==> src/rtl/logic_acc_pkg.sv <==
// ---------------------------------------------------------------------------
// logic_acc_pkg
// Shared definitions for the logic accumulator pipe:
//   op_e    : 2-bit bitwise op encoding carried on in_op
//   state_e : controller states of logic_acc_pipe
// ---------------------------------------------------------------------------
package logic_acc_pkg;

   typedef enum logic [1:0] {
      OP_AND  = 2'b00,
      OP_OR   = 2'b01,
      OP_XOR  = 2'b10,
      OP_NAND = 2'b11
   } op_e;

   typedef enum logic [1:0] {
      ST_IDLE = 2'b00,
      ST_ACC  = 2'b01,
      ST_OUT  = 2'b10
   } state_e;

endpackage : logic_acc_pkg

==> src/rtl/logic_acc_fold.sv <==
// ---------------------------------------------------------------------------
// logic_acc_fold
// Combinational fold step: next accumulator = acc OP in_a.
// NAND folds as AND; the final inversion is applied once, when the result
// is presented, so a multi-beat NAND is ~(a0 & a1 & ... & an).
//
// Ports:
//   acc     in  WIDTH  current accumulator
//   in_a    in  WIDTH  incoming operand
//   op      in  op_e   burst operation
//   acc_nxt out WIDTH  folded value
// ---------------------------------------------------------------------------
module logic_acc_fold
   import logic_acc_pkg::*;
#(
   parameter int WIDTH = 8
) (
   input  logic [WIDTH-1:0] acc,
   input  logic [WIDTH-1:0] in_a,
   input  op_e              op,
   output logic [WIDTH-1:0] acc_nxt
);

   always_comb begin
      acc_nxt = acc & in_a;
      unique case (op)
         OP_AND,
         OP_NAND: acc_nxt = acc & in_a;
         OP_OR:   acc_nxt = acc | in_a;
         OP_XOR:  acc_nxt = acc ^ in_a;
         default: acc_nxt = acc & in_a;
      endcase
   end

endmodule : logic_acc_fold

==> src/rtl/logic_acc_pipe.sv <==
// ---------------------------------------------------------------------------
// logic_acc_pipe
// Folds a burst of WIDTH-bit operands with AND/OR/XOR/NAND and presents the
// result on a valid/ready output together with the (saturating) beat count.
//
// Optional build macro: LOGIC_ACC_ZFLAG_EN adds output y_zero = (y == 0),
// registered and held together with y.
//
// Ports:
//   clk       in   1      rising-edge clock
//   rst_n     in   1      asynchronous active-low reset
//   in_valid  in   1      operand beat offered
//   in_ready  out  1      beat accepted this cycle when in_valid is high
//   in_a      in   WIDTH  operand
//   in_op     in   2      op, sampled on the first beat of a burst only
//   in_last   in   1      final beat of burst
//   y_valid   out  1      result available
//   y_ready   in   1      consumer takes result
//   y         out  WIDTH  folded result
//   y_cnt     out  CNT_W  beats in burst, saturated at 2^CNT_W-1
//   y_zero    out  1      (LOGIC_ACC_ZFLAG_EN only) y == 0
//   y_ovf     out  1      burst exceeded 2^CNT_W-1 beats
//
// state   | meaning
// --------+-----------------------------------------------------------
// ST_IDLE | waiting for the first beat; captures operand and op
// ST_ACC  | folding further beats; gaps allowed, in_op ignored
// ST_OUT  | result presented and held until y_valid && y_ready
// ---------------------------------------------------------------------------
module logic_acc_pipe
   import logic_acc_pkg::*;
#(
   parameter int WIDTH = 8,
   parameter int CNT_W = 4
) (
   input  logic             clk,
   input  logic             rst_n,
   input  logic             in_valid,
   output logic             in_ready,
   input  logic [WIDTH-1:0] in_a,
   input  logic [1:0]       in_op,
   input  logic             in_last,
   output logic             y_valid,
   input  logic             y_ready,
   output logic [WIDTH-1:0] y,
   output logic [CNT_W-1:0] y_cnt,
`ifdef LOGIC_ACC_ZFLAG_EN
   output logic             y_zero,
`endif
   output logic             y_ovf
);

   localparam logic [CNT_W-1:0] CNT_MAX = {CNT_W{1'b1}};
   localparam logic [CNT_W-1:0] CNT_ONE = CNT_W'(1);

   state_e           state;
   logic [WIDTH-1:0] acc;
   op_e              op_q;
   logic [CNT_W-1:0] cnt;
   logic             ovf;

   logic             beat;
   op_e              op_in;
   logic [WIDTH-1:0] acc_fold;
   logic [CNT_W-1:0] cnt_nxt;
   logic             ovf_nxt;
   logic [WIDTH-1:0] y_first;
   logic [WIDTH-1:0] y_acc;

   assign beat  = in_valid && in_ready;
   assign op_in = op_e'(in_op);

   logic_acc_fold #(
      .WIDTH (WIDTH)
   ) u_fold (
      .acc     (acc),
      .in_a    (in_a),
      .op      (op_q),
      .acc_nxt (acc_fold)
   );

   // Counter holds at max; the first beat that would wrap sets the sticky flag.
   always_comb begin
      cnt_nxt = (cnt == CNT_MAX) ? cnt : cnt + CNT_ONE;
      ovf_nxt = ovf | (cnt == CNT_MAX);
   end

   // Presented result: NAND is the only op that inverts, applied at the end.
   always_comb begin
      y_first = in_a     ^ {WIDTH{op_in == OP_NAND}};
      y_acc   = acc_fold ^ {WIDTH{op_q  == OP_NAND}};
   end

   always_ff @(posedge clk or negedge rst_n) begin
      if (!rst_n) begin
         state    <= ST_IDLE;
         acc      <= '0;
         op_q     <= OP_AND;
         cnt      <= '0;
         ovf      <= 1'b0;
         in_ready <= 1'b1;
         y_valid  <= 1'b0;
         y        <= '0;
         y_cnt    <= '0;
         y_ovf    <= 1'b0;
`ifdef LOGIC_ACC_ZFLAG_EN
         y_zero   <= 1'b0;
`endif
      end else begin
         unique case (state)
            ST_IDLE: begin
               if (beat) begin
                  acc  <= in_a;
                  op_q <= op_in;
                  cnt  <= CNT_ONE;
                  ovf  <= 1'b0;
                  if (in_last) begin
                     state    <= ST_OUT;
                     in_ready <= 1'b0;
                     y_valid  <= 1'b1;
                     y        <= y_first;
                     y_cnt    <= CNT_ONE;
                     y_ovf    <= 1'b0;
`ifdef LOGIC_ACC_ZFLAG_EN
                     y_zero   <= (y_first == '0);
`endif
                  end else begin
                     state <= ST_ACC;
                  end
               end
            end

            ST_ACC: begin
               if (beat) begin
                  acc <= acc_fold;
                  cnt <= cnt_nxt;
                  ovf <= ovf_nxt;
                  if (in_last) begin
                     state    <= ST_OUT;
                     in_ready <= 1'b0;
                     y_valid  <= 1'b1;
                     y        <= y_acc;
                     y_cnt    <= cnt_nxt;
                     y_ovf    <= ovf_nxt;
`ifdef LOGIC_ACC_ZFLAG_EN
                     y_zero   <= (y_acc == '0);
`endif
                  end
               end
            end

            ST_OUT: begin
               // Result registers stay put; only the handshake flags move.
               if (y_ready) begin
                  state    <= ST_IDLE;
                  in_ready <= 1'b1;
                  y_valid  <= 1'b0;
               end
            end

            default: begin
               state    <= ST_IDLE;
               in_ready <= 1'b1;
               y_valid  <= 1'b0;
            end
         endcase
      end
   end

endmodule : logic_acc_pipe

==> config.mk <==
export PLATFORM = sky130hd
export DESIGN_NAME = logic_acc_pipe
export DESIGN_NICKNAME = d
export VERILOG_FILES = /design/src/rtl/logic_acc_pkg.sv /design/src/rtl/logic_acc_fold.sv /design/src/rtl/logic_acc_pipe.sv
export SDC_FILE = /design/constraint.sdc
export NUM_CORES = 1
export LEC_CHECK = 0
export ABC_AREA = 1
export BUFFER_PORTS_ARGS = -buffer_cell sky130_fd_sc_hd__buf_4
export CAP_MARGIN = 40
export CORE_UTILIZATION = 60
export CTS_CLUSTER_DIAMETER = 40
export CTS_CLUSTER_SIZE = 25
export DETAILED_ROUTE_END_ITERATION = 12
export PLACE_DENSITY = 0.82
export SETUP_SLACK_MARGIN = 0.3
export SYNTH_ARGS = -nofsm -noshare
export SYNTH_HDL_FRONTEND = slang
export SYNTH_HIERARCHICAL = 1
export SYNTH_SLANG_ARGS = --single-unit
export TNS_END_PERCENT = 5
==> constraint.sdc <==
create_clock -name clk -period 3.3 [get_ports clk]
set_input_delay 0.66 -clock clk [delete_from_list [all_inputs] [get_ports clk]]
set_output_delay 0.66 -clock clk [all_outputs]
set_load 0.02 [all_outputs]
* After elaboration in Yosys (flattened, before gate mapping)
Index checks and enable logic that the tools add are counted.
** Word-level totals
- Input port bits :: 15
- Output and inout port bits :: 15
- Word-level logic and storage cells :: 80
- Register bits :: 32
** Cells by class
- Equal/unequal tests :: 14
- $add $sub $neg :: 1
- Bitwise gates (word level) :: 6
- Reductions and logical operators :: 11
- Multiplexer cells :: 38
** Operator list (count)
- $mux 8 :: 6
- $pmux 8 s2 :: 2
- $mux 4 :: 7
- $pmux 8 s3 :: 1
- $xor 8x8->8 :: 3
- $pmux 4 s2 :: 2
- $mux 1 :: 10
- $mux 2 :: 5
- $ne 2x2->1 const B :: 5
- $and 8x8->8 :: 1
- $eq 2x2->1 const B :: 4
- $or 8x8->8 :: 1
- $pmux 1 s2 :: 4
- $pmux 2 s3 :: 1
- $reduce_and 3->1 :: 2
- $reduce_and 5->1 :: 1
- $add 4x1->4 const B :: 1
- $eq 2x1->1 const B :: 2
- $eq 4x4->1 const B :: 1
- $logic_not 2->1 :: 2
- $ne 2x1->1 const B :: 2
- $reduce_and 4->1 :: 1
- $reduce_or 2->1 :: 2
- $reduce_and 2->1 :: 1
- other kinds (3) :: 3

* Depth between registers and ports, before layout
Gate-level depths: netlist of run 1.
- Word-level depth :: 7
- Gate-level depth with buffers :: 12
- Depth with buffers taken out :: 12

* Modules after synthesis
Netlist of run 1, hierarchy kept.
** Modules (own cells, without submodules)
- logic_acc_pipe :: cells each 244, sequential area each 802.0 µm², area each 1736.7 µm², times used 1
- logic_acc_fold :: cells each 96, sequential area each 0.0 µm², area each 533.0 µm², times used 1

* Worst setup path after synthesis of run 1
No wires, ideal clock.
- Path type :: in2reg
- Start :: input in_a[0]
- End :: register y[0]
- Library setup time :: 0.117 ns
- Required time :: 3.183 ns
- Stages :: 11
- Buffers on the path :: 0
- Setup slack :: 1.768 ns
- Data arrival time :: 1.415 ns
- Cell sequence :: inv_1 > ha_1 > nand2_1 > nand2_1 > nand2_1 > nand2_1 > inv_1 > nand3_1 > nand3_1 > nand3_1 > nand2_1
** On the way
- Cells in the longest elaborated chain, start to end :: 6
- Elaborated cells between the ends (all ways) :: 11
- Those cells by class :: 6 x mux; 5 x bitwise
** RTL lines
- start, declared :: line logic_acc_pipe.sv:40 : input logic [WIDTH-1:0] in_a,
- $xor 8x8->8, or another cell as far along :: line logic_acc_fold.sv:30 : OP_XOR: acc_nxt = acc ^ in_a;
- $pmux 8 s3 (*) :: line logic_acc_fold.sv:26 : unique case (op)
- named net acc_fold[0] :: line logic_acc_pipe.sv:64 : logic [WIDTH-1:0] acc_fold;
- $xor 8x8->8 (*) :: line logic_acc_pipe.sv:91 : y_acc = acc_fold ^ {WIDTH{op_q == OP_NAND}};
- $mux 8 (*) :: line logic_acc_pipe.sv:138 : if (in_last) begin
- $mux 8 (*) :: line logic_acc_pipe.sv:134 : if (beat) begin
- $pmux 8 s2 (*) :: line logic_acc_pipe.sv:110 : unique case (state)
- end signal, assigned :: line logic_acc_pipe.sv:121 : y <= y_first;
- end signal, assigned :: line logic_acc_pipe.sv:142 : y <= y_acc;
- end, declared :: line logic_acc_pipe.sv:45 : output logic [WIDTH-1:0] y,
The timed path passes the listed nets; every way through them passes the cells marked *. The select of a mux whose other input is x is not followed.
A chain may end at the register's enable or synchronous reset.

* Worst setup path in the final report of run 1
- Start :: register op_q[0]
- End :: register y[7]
** On the way
- Cells in the longest elaborated chain, start to end :: 7
- Elaborated cells between the ends (all ways) :: 10
- Those cells by class :: 3 x eq/ne; 4 x mux; 1 x bitwise; 2 x reduce/logical
** RTL lines
- start, declared :: line logic_acc_pipe.sv:58 : op_e op_q;
- start signal, assigned :: line logic_acc_pipe.sv:114 : op_q <= op_in;
- $eq 2x2->1 / $logic_not 2->1 (equally long branches) :: line logic_acc_fold.sv:26
- $reduce_or 2->1 :: line logic_acc_fold.sv:26
- $pmux 8 s3 (*) :: line logic_acc_fold.sv:26
- named net acc_fold[7] :: line logic_acc_pipe.sv:64
- $xor 8x8->8 (*) :: line logic_acc_pipe.sv:91
- $mux 8 (*) :: line logic_acc_pipe.sv:138
- $mux 8 (*) :: line logic_acc_pipe.sv:134
- $pmux 8 s2 (*) :: line logic_acc_pipe.sv:110
Marked as above.

==> impl_metrics.tcl, run 1 <==
set metrics [dict create \
    timing.clock.skew_ns 0.006667 \
    pin_slew_with_the_least_headroom_to_its_limit_ns 0.6053 \
    cts.clk_slew.worst_paths_ns 0.07 \
    drt_first_pass_iters 4 \
    globalRouteOverflowTotal 0 \
    total_leakage_power_nw 1.449 \
    setup_viol_count_final 0 \
    detail_route.drc_violations 0 \
    drive_gt1_share_pct 12.84 \
    insertedDiodeCount 0 \
    fp.dieArea_mm2 0.004033 \
    yosys_warnings 6 \
    min_path_type "input pin to asynchronous set/reset pin" \
    grt_use_total_pct 29.94 \
    syn_area_mm2 0.002270 \
    io_pins 30 \
    gp_routability_congestion 0.8477 \
    max_freq_ghz 0.5196 \
    cts_inserted_buffers 5 \
    irDropWorstVdd_uv 274.4 \
    layout_worst_path_cycle_share_pct 58.31 \
    drt_wl_total_um 5342 \
    hold_buffers 0 \
    cp.required_ns 3.47 \
    synth.ff_latch_count 32 \
    global_route_wire_length_before_repair_um 9321 \
    slew_headroom_pct 59.60 \
    first_iter_violations 233 \
    layout_commonest_cell "sky130_fd_sc_hd__nand2_1" \
    floorplan.initialDensity_pct 65.44 \
    design_area_mm2 0.002565 \
    portion_of_synthesized_cell_area_occupied_by_the_leading_cell_type_pct 34.18 \
    worstPathMaxFanout 12 \
    avgRoutedWirePerCell_um 12.97 \
    r2r-start "op_q[0]" \
    area_of_combinational_cells_with_multiple_inputs_mm2 0.001189 \
    final_antenna_net_count 0 \
    synth_area_leader "sky130_fd_sc_hd__dfrtp_1" \
    rsz0062_at_grt "no" \
    cts_resized 0 \
    critPathLaunch "op_q[0]" \
    ys_top_cells_by_area "sky130_fd_sc_hd__dfrtp_1, sky130_fd_sc_hd__nand2_1, sky130_fd_sc_hd__ha_1, sky130_fd_sc_hd__nand3_1, sky130_fd_sc_hd__inv_1" \
    vias 2117 \
    synth.lib_cells_used.distinct 19 \
    critical_path_arrival_ns 2.10 \
    syn-num-nets 374 \
    grt_max_degree 33 \
    finalSetupTns_ns 0 \
    start_kind "flop" \
    clk_path_buf_depth 2 \
    htree_levels 2 \
    areaGrowthSynthToFinish_pct 13.01 \
    synth_sequential_area_ratio_pct 35.34 \
    fp.dieH_um 63.51 \
    num-fill-cells 306 \
    post_synthesis_cells 340 \
    maximum_capacitance_violations 0 \
    grt_pass1_vias 2116 \
    regArea_um2 802.0 \
    p_per_area_mw_per_mm2 301.8 \
    postCtsSetupRepairBufs 0 \
    hold_viol_final 0 \
    core_area_mm2 0.003468 \
    sink_count 32 \
    finish.net_count 399 \
    synthesis.area_per_instance_um2 6.676 \
    critPathKind "flop to flop" \
    floorplan.die.width_um 63.51 \
    placement.cell_area_mm2 0.002465 \
    final.min_clock_period_ns 1.924 \
    place.port_buffers 29 \
    detailed_place_hpwl_um 3583 \
    slew_violations 0 \
    row_count 21 \
    layout_common_cells "sky130_fd_sc_hd__nand2_1, sky130_fd_sc_hd__inv_1, sky130_fd_sc_hd__nand3_1, sky130_fd_sc_hd__dfrtp_1, sky130_fd_sc_hd__buf_4" \
    run_status "completed" \
    antenna_found_initial 0 \
    post_drt_via_cell_ratio 5.138 \
    clk-insertion-delay-late_ns 0.29 \
    ctsRootBufferMaster "sky130_fd_sc_hd__clkbuf_8" \
    critical_path.endpoint_type "flop" \
    tritoncts_clock_tree "done" \
]
[synth_stat cells, drive strengths merged]
library cell  count
dfstp             1
nand3            44
nand2           142
dfrtp            31
inv              53
o21ai            18
ha               19
nor2             18
buf              11
a21oi             2
a21boi            1
[final timing paths]
path / end / slack [ns] / depth (start not counted)
worst max-delay path: y[7] / 1.38 / 10
worst min-delay path: y_cnt[3] / 0.30 / 1
worst max register to register: y[7] / 1.38 / 10
worst min register to register: y_cnt[3] / 0.48 / 2
max in group asynchronous: in_ready / 2.66 / 1
min in group clk: y_cnt[3] / 0.48 / 2
[stage by stage]
step	util (%)	total power [mW]	hold WS, ns	setup slack, ns	instances
final	73.95	0.7742	0.3024	1.376	412
after global routing	73.95	0.8028	0.3324	1.235	412
after CTS	73.95	0.7794	0.3180	1.420	412
after detailed placement	71.07	0.4475	0.4676	1.450	404
after global placement	71.07	0.4451	0.4642	1.481	404
after floorplan	-	0.4158	0.3644	1.768	340
[logic make-up after synthesis]
group | after synthesis | synth area share, %
and+or+nand+nor | 204 | 37.16
DFF | 32 | 35.34
buffers and inverters | 64 | 12.29
AOI/OAI and AO/OA | 21 | 4.741
adders and majority gates | 19 | 10.47
[per-layer routing]
layer | wire length [um] | GRT usage [%]
met1 | 2328 | 37.99
met2 | 2556 | 48.80
met3 | 375 | 5.254
met4 | 82 | 14.49
met5 | 0 | 0
[critical path, stage by stage, from the launching register on]
cell                      delay (ns)
sky130_fd_sc_hd__dfrtp_1        0.57
sky130_fd_sc_hd__inv_1          0.09
sky130_fd_sc_hd__ha_1           0.44
sky130_fd_sc_hd__inv_2          0.18
sky130_fd_sc_hd__nand2_1        0.08
sky130_fd_sc_hd__nand2_1        0.11
sky130_fd_sc_hd__inv_1          0.05
sky130_fd_sc_hd__nand3_1        0.06
sky130_fd_sc_hd__nand3_1        0.08
sky130_fd_sc_hd__nand3_1        0.11
sky130_fd_sc_hd__nand2_1        0.06
[state kept, by name, indices dropped and copies added, names as in the netlist]
name,cells
acc,8
cnt,4
in_ready,1
op_q,2
ovf,1
state,2
y,8
y_cnt,4
y_ovf,1
y_valid,1
[cell type report]
type | instances | area share (%)
multi-input combinational | 244 | 46.34
inverter | 53 | 7.756
sequential | 32 | 31.27
clock buffer | 8 | 3.902
timing repair buffer | 29 | 8.488
tap | 46 | 2.244
[where the power goes]
| group | internal, mW | switching (mW) |
|---|---|---|
| registers | 0.392 | 0 |
| logic | 0.0181 | 0.0302 |
| clock network | 0.190 | 0.143 |
| total | 0.601 | 0.174 |
Power figures use the tool's default switching activity.
==> inputs of run 2 (changes only) <==
--- a/config.mk
+++ b/config.mk
@@ -8,11 +8,11 @@
 export ABC_AREA = 1
 export BUFFER_PORTS_ARGS = -buffer_cell sky130_fd_sc_hd__buf_4
 export CAP_MARGIN = 40
-export CORE_UTILIZATION = 60
+export CORE_UTILIZATION = 52
 export CTS_CLUSTER_DIAMETER = 40
 export CTS_CLUSTER_SIZE = 25
 export DETAILED_ROUTE_END_ITERATION = 12
-export PLACE_DENSITY = 0.82
+export PLACE_DENSITY = 0.76
 export SETUP_SLACK_MARGIN = 0.3
 export SYNTH_ARGS = -nofsm -noshare
 export SYNTH_HDL_FRONTEND = slang
==> constraint.sdc (replaced) <==
create_clock -name clk -period 1.6 [get_ports clk]
set_input_delay 0.32 -clock clk [delete_from_list [all_inputs] [get_ports clk]]
set_output_delay 0.32 -clock clk [all_outputs]
set_load 0.02 [all_outputs]
==> run 2 against run 1 <==
Sequential power increased by 110%. Global-route usage down 4.4 points. Design area rose by 9.6%. Final cell count increased by 4.1%. First-iteration DRC count is 21% lower. Critical path depth is 2 higher. Utilization fell by 5.2 points. Via count grew 5.1%. Critical path type unchanged. Largest cell class unchanged. Highest routed layer unchanged.
==> impl_metrics.tcl, run 2 (same netlist as run 1, synthesis figures left out) <==
set metrics [dict create \
    layout_commonest_cell "sky130_fd_sc_hd__nand2_1" \
    post_drt_via_cell_ratio 5.184 \
    gp_routability_congestion 0.8475 \
    floorplan.die.width_um 68.07 \
    insertedDiodeCount 0 \
    grt_use_total_pct 25.57 \
    critPathSlowestCell "sky130_fd_sc_hd__dfrtp_1" \
    slew_violations 0 \
    gr-usage-met2_pct 43.14 \
    fp.dieArea_mm2 0.004633 \
    final.min_clock_period_ns 1.470 \
    final_cells 429 \
    p_total_mw 1.692 \
    worstPathMaxFanout 5 \
    cp.required_ns 1.78 \
    grt_max_degree 33 \
    areaGrowthSynthToFinish_pct 23.81 \
    layout_common_cells "sky130_fd_sc_hd__nand2_1, sky130_fd_sc_hd__inv_1, sky130_fd_sc_hd__buf_4, sky130_fd_sc_hd__nand3_1, sky130_fd_sc_hd__dfrtp_1" \
    cts.clk_slew.worst_paths_ns 0.07 \
    detailed_place_hpwl_um 3731 \
    design_area_mm2 0.002810 \
    globalRouteMet1Util_pct 31.62 \
    register_to_register_setup_slack_ns 0.13 \
    slew_headroom_pct 67.94 \
    tritoncts_clock_tree "done" \
    cp_cell_sequence "inv_2, ha_4, buf_6, nand2_1, nand2_1, nand2_1, nand2_2, inv_1, nand3_1, nand3_1, nand3_1, nand2_1" \
    area_of_combinational_cells_with_multiple_inputs_mm2 0.001294 \
    worst_path_most_repeated_cell "sky130_fd_sc_hd__nand2_1" \
    run_status "completed" \
    global_route_wire_length_before_repair_um 8735 \
    vias 2224 \
    timing.clock.skew_ns 0.002551 \
    avgRoutedWirePerCell_um 12.76 \
    drt_wl_total_um 5474 \
    placement.cell_area_mm2 0.002567 \
    core_area_mm2 0.004086 \
    cp-endpoint "y[0]" \
    antenna_found_initial 0 \
    pre_cts_ws_ns 0.007171 \
    floorplan.initialDensity_pct 55.54 \
    p_per_area_mw_per_mm2 602.0 \
    hold_viol_final 0 \
    top_usage_layer "met2" \
    layout_worst_path_cycle_share_pct 91.88 \
    rsz0062_at_grt "yes" \
    grt_pass1_vias 2032 \
    total_leakage_power_nw 1.539 \
    r2r_end "y[0]" \
    htree_levels 2 \
    irDropWorstVdd_uv 466.0 \
    max_freq_ghz 0.6802 \
    globalRouteMet3Util_pct 5.333 \
    detail_route.drc_violations 0 \
    r2r.worst_path.cells 12 \
    critical_path_arrival_ns 1.65 \
    drive_gt1_share_pct 24.01 \
    num-fill-cells 354 \
    start_kind "flop" \
    final_antenna_net_count 0 \
    critPathLaunch "op_q[1]" \
    finish.net_count 412 \
    clk-insertion-delay-late_ns 0.29 \
    reg_top3 "acc x8, y x8" \
    finalSetupTns_ns 0 \
    maximum_capacitance_violations 0 \
    drt_first_pass_iters 4 \
    fin_worst_hold_slack_ns 0.2652 \
    post-place-cells 419 \
    smallest_setup_slack_after_layout_ns 0.1299 \
    critPathKind "flop to flop" \
    sink_count 32 \
    pin_slew_with_the_least_headroom_to_its_limit_ns 0.4798 \
    place.port_buffers 29 \
    utilization_pct 68.77 \
    cts_inserted_buffers 5 \
    critical_path.endpoint_type "flop" \
    r2r-start "op_q[1]" \
    min_path_type "input pin to flop" \
    setup_viol_count_final 0 \
    regArea_um2 803.3 \
    ctsRootBufferMaster "sky130_fd_sc_hd__clkbuf_8" \
    first_iter_violations 185 \
    clk_path_buf_depth 2 \
    io_pins 30 \
    slowest_delay_ns 0.43 \
    globalRouteOverflowTotal 0 \
    fp.dieH_um 68.07 \
    row_count 23 \
]
run 2: cell types whose count changed in the layout (fill, tap and decap cells not counted), moves of 2 or more:
cell                       change
sky130_fd_sc_hd__buf_4         +8
sky130_fd_sc_hd__nand3_1       -8
sky130_fd_sc_hd__buf_6         +3
sky130_fd_sc_hd__inv_2         +4
sky130_fd_sc_hd__inv_1         -5
sky130_fd_sc_hd__nand2_2      +16
sky130_fd_sc_hd__nand2_1      -16
sky130_fd_sc_hd__ha_4          +2
sky130_fd_sc_hd__nand3_2       +8
sky130_fd_sc_hd__clkbuf_8      -2
sky130_fd_sc_hd__ha_1          -2
run 2: area by class of cell:
type	instances	area share, %
Sequential cell	32	28.58
Inverter	53	7.168
Timing Repair Buffer	42	12.15
Tap cell	50	2.226
Multi-Input combinational cell	244	46.04
Clock inverter	2	1.247
Clock buffer	6	2.582
run 2: timing repair:
item / in CTS / in global routing
setup endpoints to repair: 20 / 28
hold buffers: 1 / 0
pin swaps: 3 / 29
endpoints found under the hold margin: 31 / 0
setup buffers: 1 / 0
resized for setup: 11 / 26
run 2: how the worst min path moves through the flow:
| stage | start | endpoint | depth (start not counted) |
|---|---|---|---|
| 2_1_floorplan | rst_n | acc[0] | 0 |
| 3_3_place_gp | rst_n | acc[5] | 1 |
| 3_5_place_dp | rst_n | acc[7] | 1 |
| 4_1_cts | in_last | y_cnt[2] | 3 |
| 5_1_grt | in_op[1] | op_q[1] | 3 |
| 6_report | in_last | y_cnt[2] | 3 |
run 2: worst max-delay path: cells and delay by family, from the launching register on:
family,cells,cell delay [ns]
simple gates,8,0.52
buf+inv,3,0.25
fa+ha+maj,1,0.14
flops,1,0.43
run 2: power by group:
part	leakage (nW)	internal, mW	switching, mW
clock network	0.0552	0.462	0.317
logic	1.06	0.0408	0.0629
registers	0.426	0.809	0
run 2: metal layers:
metal	vias to the layer above	part of all wire, %
met5	-	0
met3	8	4.7
met2	47	48
li1	1122	-
met4	0	1.2
met1	1047	46
